File: src/rtl/mag_cmp_serial.sv
// Bit-serial MSB-first magnitude comparator, unsigned or two's-complement per operation.
// Latches a/b on an accepted start, scans one bit per clock, pulses done with eq/lt/gt.
module mag_cmp_serial #(
    parameter int WIDTH      = 8,
    parameter bit EARLY_EXIT = 1'b1
) (
    input  logic             clk,
    input  logic             rst,
    input  logic             start,
    input  logic [WIDTH-1:0] a,
    input  logic [WIDTH-1:0] b,
    input  logic             signed_mode,
    output logic             busy,
    output logic             done,
    output logic             eq,
    output logic             lt,
    output logic             gt
);
    localparam int IW = (WIDTH > 1) ? $clog2(WIDTH) : 1;

    typedef enum logic [1:0] {IDLE, CMP, DONE} state_t;

    state_t           state;
    logic [WIDTH-1:0] a_q, b_q;
    logic             sgn_q;
    logic [IW-1:0]    idx;
    logic             found, first_gt;

    logic [WIDTH-1:0] a_sh, b_sh;
    logic             bit_a, bit_b, diff, msb, last;
    logic             diff_gt, dec_found, dec_gt;

    assign a_sh  = a_q >> idx;
    assign b_sh  = b_q >> idx;
    assign bit_a = a_sh[0];
    assign bit_b = b_sh[0];
    assign diff  = bit_a ^ bit_b;
    assign msb   = (idx == IW'(WIDTH - 1));
    assign last  = (idx == '0);

    // A set sign bit makes A negative, so in signed mode the MSB decision flips.
    assign diff_gt   = (sgn_q && msb) ? bit_b : bit_a;
    assign dec_found = found | diff;
    assign dec_gt    = found ? first_gt : diff_gt;

    always_ff @(posedge clk) begin
        if (rst) begin
            state    <= IDLE;
            a_q      <= '0;
            b_q      <= '0;
            sgn_q    <= 1'b0;
            idx      <= '0;
            found    <= 1'b0;
            first_gt <= 1'b0;
            busy     <= 1'b0;
            done     <= 1'b0;
            eq       <= 1'b0;
            lt       <= 1'b0;
            gt       <= 1'b0;
        end else begin
            case (state)
                IDLE: begin
                    done <= 1'b0;
                    if (start) begin
                        a_q      <= a;
                        b_q      <= b;
                        sgn_q    <= signed_mode;
                        idx      <= IW'(WIDTH - 1);
                        found    <= 1'b0;
                        first_gt <= 1'b0;
                        busy     <= 1'b1;
                        state    <= CMP;
                    end
                end
                CMP: begin
                    if ((EARLY_EXIT && diff) || last) begin
                        eq    <= ~dec_found;
                        gt    <= dec_found & dec_gt;
                        lt    <= dec_found & ~dec_gt;
                        busy  <= 1'b0;
                        done  <= 1'b1;
                        state <= DONE;
                    end else begin
                        // Only the first difference counts; later ones leave the record alone.
                        idx      <= idx - 1'b1;
                        found    <= dec_found;
                        first_gt <= dec_gt;
                    end
                end
                DONE: begin
                    done  <= 1'b0;
                    state <= IDLE;
                end
                default: state <= IDLE;
            endcase
        end
    end
endmodule

File: config.mk
export PLATFORM = sky130hd
export DESIGN_NAME = mag_cmp_serial
export DESIGN_NICKNAME = d
export VERILOG_FILES = /design/src/rtl/mag_cmp_serial.sv
export SDC_FILE = /design/constraint.sdc
export NUM_CORES = 1
export LEC_CHECK = 0
export CORE_ASPECT_RATIO = 1.2
export CORE_MARGIN = 5
export CORE_UTILIZATION = 50
export CTS_CLUSTER_SIZE = 8
export DETAILED_ROUTE_END_ITERATION = 7
export PLACE_DENSITY = 0.88
export SLEW_MARGIN = 20
export SYNTH_ARGS = -nofsm -noshare
export SYNTH_HDL_FRONTEND = slang
export SYNTH_SLANG_ARGS = --single-unit
File: constraint.sdc
create_clock -name clk -period 2.2 [get_ports clk]
set_input_delay 0.22 -clock clk [delete_from_list [all_inputs] [get_ports clk]]
set_output_delay 0.22 -clock clk [all_outputs]
set_load 0.01 [all_outputs]
==> impl_metrics.toml, run 1 <==
[cells_and_area]
multi_input_area_um2 = 710.7
areaGrowthSynthToFinish_pct = 25.12
design_area_mm2 = 0.001664
antennaDiodeCount = 0
post-route-util_pct = 65.20
nFillCells = 225
nets = 199
drive_above_1_share_pct = 11.93
seqCellArea_um2 = 581.8
stdcell_count = 209

[synth]
ys.warnings.count = 0
yosys.area.top_type = "dfxtp_1"
ys_top_cells_by_area = "dfxtp_1 44%, nand2_1 11%, a21oi_1 8.7%"
syn_nets = 174
avgSynthCellArea_um2 = 8.808
synthTopCellsByCount = "40 x nand2_1, 29 x dfxtp_1, 23 x a21oi_1"
yosysSeqAreaShare_pct = 43.65
asyncSetResetFlopFracSynth_pct = 0
synth-edff-count = 0
synth_cell_types = 33
synth_top_area_share_pct = 43.65
ys.flop_type = "dfxtp_1"
yosysMostFrequentCell = "nand2_1"
ys_ff_latch = 29
netlist_area_mm2 = 0.001330
synthCells = 151

[routing]
via_per_inst = 5.287
highest_layer = "met4"
met3RoutedLength_um = 180
finalWirelength_mm = 2.697
drtPass1Iterations = 4
drc = 0
wl_per_cell_um = 12.90
vias = 1105
ant_nets = 0
wl_met2_mm = 1.363
drt_iter0_drc = 16
wl_met1_mm = 1.100

[placement]
place_congestion = 0.8499
dp_cells = 202
hpwl_mm = 2.002
placed_cell_area_mm2 = 0.001600
port_buffers = 24

[worst_setup_path]
worstPathArrival_ps = 2310
cp_top_family = "multiplexers"
worst-setup-path-type = "reg -> reg"
max_stage_delay_ps = 550
rr_endpoint = "idx[2]"
cp_num_buf_inv = 0
critPathRequiredTime_ps = 2430
crit-reg2reg-launch = "idx[0]"
rr_worst_depth = 5
cp_max_fo = 7
crit_path_end_kind = "flip-flop"
cp_slowest_cell = "mux4_2"
crit_chain = "mux4_2 > mux2i_4 > xor2_2 > nor3_1 > o311a_1"
startpoint_type = "flip-flop"
rrSetupSlack_ps = 120

[global_route]
antenna_found_initial = 0
grtUsageTotal_pct = 16.11
grt_pass1_wl_mm = 4.485
gr-total-overflow = 0
grt_max_degree = 19
first_global_vias = 1046

[sta]
fmax_mhz = 481.1
rsz0062_at_grt = "false"
period_needed_ps = 2079
setup_viol = 0
finalHoldViolCount = 0
slew_violations = 0
max_slew_margin_pct = 58.79
worst_slew_pin_slew_ps = 616.3
finalHoldWorstSlack_ps = 431.0
period_share_pct = 94.48
tns_ps = 0
skew_ps = 6.502

[power_and_ir_drop]
p_leak_uw = 0.0006107
clkPwrFrac_pct = 24.2
ir_drop_mv = 0.5383
combPwrFrac_pct = 28.9
p_per_area_mw_per_mm2 = 807.4
p_int_uw = 919.8
p_switching_uw = 423.9
sequentialPowerShare_pct = 46.9
swShare_pct = 31.55

[floorplanning]
die_x_um = 57.08
start_util_pct = 52.11
design.core.area_mm2 = 0.002552
rows = 20
dieArea_mm2 = 0.003796
ioPinCount = 25
die_h_um = 66.50

[clocking]
cts_made_buffers = 5
root_buffer = "clkbuf_4"
clk_pin_slew_ps = 90
post_cts_buffers = 0
clk_latency_ps = 330
hold_buffers = 0
cts.path.max_buffers = 2
htreeDepth = 2
numClockSinks = 29
cts_tree = "done"

[status]
status = "complete, no violations"

[worst_hold_path]
hold_path.class = "in -> reg"
min_from = "a[7]"
hold_path_depth = 3
min_to = "a_q[7]"

[job]
drv_cap = 0
==> state kept, by name, indices dropped and copies added, names as in the netlist <==
signal / flops
idx: 3
a_q: 8
busy: 1
eq: 1
found: 1
lt: 1
state: 2
b_q: 8
first_gt: 1
sgn_q: 1
done: 1
gt: 1
==> metrics by stage <==
stage               worst slack [ps]  power, uW
CTS                            17.00       1346
floorplan                      251.2      909.1
finish                         121.4       1344
global placement               103.9       1006
global route                   6.400       1428
detailed placement             24.34       1022
==> power by group through the flow <==
| stage | clock network (uW) | registers (uW) | logic (uW) |
|---|---|---|---|
| detailed placement | 0 | 642 | 381 |
| CTS | 333 | 630 | 383 |
| global route | 360 | 639 | 429 |
| finish | 325 | 630 | 389 |
| floorplan | 0 | 622 | 287 |
| global placement | 0 | 638 | 368 |
==> worst max-delay path by stage <==
stage                      start  cells past startpoint  slack [ps]      to
final                     idx[0]                      5         120  idx[2]
after global routing      idx[0]                      5           6  idx[2]
after CTS                 idx[0]                      5          20  idx[2]
after detailed placement  idx[0]                      5          20  idx[2]
after global placement    idx[0]                      5         100  idx[2]
after floorplan           idx[0]                      6         250  idx[2]
==> per-layer routing <==
metal,track usage (%),vias to the layer above
li1,-,564
met1,16.55,507
met2,27.00,30
met3,6.977,4
met4,9.565,0
met5,0,-
==> layout make-up <==
cell class / instances / share of cell area, %
clock buffers: 7 / 3.308
inverters: 2 / 0.4511
multi-input cells: 112 / 42.71
flip-flops and latches: 29 / 34.96
well taps: 33 / 2.481
repair buffers: 26 / 16.09
==> cell usage in the layout, fill, tap and decap left out, drive strengths merged, types with 3 or more instances in the layout <==
cell | Yosys | layout
clkbuf | 5 | 7
nor3 | 3 | 3
a21oi | 23 | 23
ha | 3 | 3
nor2b | 4 | 4
nand2 | 40 | 40
nand2b | 4 | 4
clkdlybuf4s50 | 0 | 24
dfxtp | 29 | 29
nor2 | 7 | 7
mux4 | 4 | 4
nand3 | 4 | 4
==> cells by family after synthesis <==
| kind of cell | synth area share, % |
|---|---|
| AND/OR/NAND/NOR | 22.20 |
| AO/OA/AOI/OAI | 14.68 |
| buffers and inverters | 3.480 |
| multiplexers | 11.29 |
| adder cells (fa/ha/maj) | 2.823 |
| XOR/XNOR | 1.882 |
| flip-flops | 43.65 |
==> worst reg2reg max path: cells and delay by family (launching register included) <==
family / cells / cell delay, ps
xor gates and xnor gates: 1 / 290
AOI/OAI and AO/OA: 1 / 330
muxes: 2 / 800
and+or+nand+nor: 1 / 110
DFF: 1 / 430
==> what timing repair did <==
action / CTS / global route
setup endpoints to repair: 0 / 8
gates resized for setup: 0 / 2
hold endpoints to repair: 0 / 0
Note: power is estimated with default switching activity, not from simulation.
==> run 2: changes to the inputs <==
- GPL_ROUTABILITY_DRIVEN: unset -> 0
==> impl_metrics.toml, run 2 (synthesis results as in run 1) <==
[worst_setup_path]
cp_max_fo = 7
rr_worst_depth = 5
rr_endpoint = "idx[2]"
startpoint_type = "flip-flop"
rrSetupSlack_ps = 130
worstPathArrival_ps = 2310
crit-reg2reg-launch = "idx[0]"
critPathRequiredTime_ps = 2440
crit_start = "idx[0]"
worst-setup-path-type = "reg -> reg"
crit_path_end_kind = "flip-flop"
crit_path_end = "idx[2]"

[cells_and_area]
nets = 199
reg.largest.list = "a_q (8), b_q (8), idx (3)"
nFillCells = 222
seqCellArea_um2 = 581.8
multi_input_area_um2 = 703.2
layout_commonest_cell = "nand2_1"
antennaDiodeCount = 0
areaGrowthSynthToFinish_pct = 27.19
drive_above_1_share_pct = 12.43
layout_common_cells = "40 x nand2_1, 28 x dfxtp_1, 24 x clkdlybuf4s50_1, 23 x a21oi_1, 7 x nor2_1"

[power_and_ir_drop]
p_per_area_mw_per_mm2 = 923.8
ir_drop_mv = 1.154
p_leak_uw = 0.0006246

[routing]
finalWirelength_mm = 2.782
via_per_inst = 5.424
drtPass1Iterations = 4
drc = 0
drt_iter0_drc = 31
vias = 1139
ant_nets = 0
wl_per_cell_um = 13.25

[sta]
tns_ps = 0
setup_viol = 0
fmax_mhz = 482.5
finalHoldViolCount = 0
skew_ps = 10.47
rsz0062_at_grt = "false"
worst_slew_pin_slew_ps = 613.3
finalHoldWorstSlack_ps = 419.9
max_slew_margin_pct = 58.82
period_share_pct = 94.20
slew_violations = 0
period_needed_ps = 2072

[floorplanning]
dieArea_mm2 = 0.003796
design.core.area_mm2 = 0.002552
start_util_pct = 52.11
die_h_um = 66.50
ioPinCount = 25
rows = 20
die_x_um = 57.08

[clocking]
clk_pin_slew_ps = 100
numClockSinks = 29
post_cts_buffers = 0
root_buffer = "clkbuf_4"
clk_latency_ps = 340
cts_tree = "done"
cts.path.max_buffers = 2
htreeDepth = 2
cts_resized = 1
cts_made_buffers = 5
hold_buffers = 0

[placement]
port_buffers = 24
hpwl_mm = 2.066

[worst_hold_path]
hold_path_depth = 3
hold_path.class = "in -> reg"

[job]
drv_cap = 0

[global_route]
grt_max_degree = 19
grtUsageTotal_pct = 16.40
antenna_found_initial = 0
first_global_vias = 1129
grt_pass1_wl_mm = 4.698
gr-total-overflow = 0

[status]
status = "complete, no violations"
run 2: how the worst min path moves through the flow:
stage,startpoint,to,slack (ps)
2_1_floorplan,a[0],a_q[0],360
3_3_place_gp,b_q[5],b_q[5],440
3_5_place_dp,a_q[6],a_q[6],450
4_1_cts,b[3],b_q[3],410
5_1_grt,a[0],a_q[0],420
6_report,signed_mode,sgn_q,420
run 2: stage by stage:
stage / area (um^2) / setup slack [ps] / cells / util [%] / total power (uW)
finish: 1692 / 127.6 / 210 / 66.27 / 1563
global placement: 1588 / 109.5 / 202 / 62.21 / 1001
global route: 1692 / 16.13 / 210 / 66.27 / 1645
detailed placement: 1588 / -5.556 / 202 / 62.21 / 1024
floorplan: 1330 / 251.2 / 151 / - / 909.1
CTS: 1692 / 104.0 / 210 / 66.27 / 1574
run 2: critical path, cell delays in order, from the launching register on:
cell	delay, ps
dfxtp_2	440
mux4_2	560
mux2i_4	240
xor2_2	270
nor3_1	110
o311a_1	340
run 2: cell type report:
type                    instances  share of cell area (%)
multi-input cells             112                   41.57
flip-flops and latches         29                   34.39
repair buffers                 26                   15.09
clock inverters                 3                   3.846
well taps                      33                   2.441
clock buffers                   5                   2.219
inverters                       2                  0.4438
run 2: per-layer routing:
metal	GRT usage (%)	up-vias	wire [um]
li1	-	572	-
met1	16.45	519	1109
met2	28.86	42	1418
met3	4.264	6	188
met4	12.17	0	65
met5	0	-	0
run 2: power breakdown:
part           total [uW]  switching (uW)  leakage, uW  internal (uW)
Combinational         382             201     0.000331            181
Sequential            631            48.8     0.000238            582
Clock                 550             198    0.0000552            352
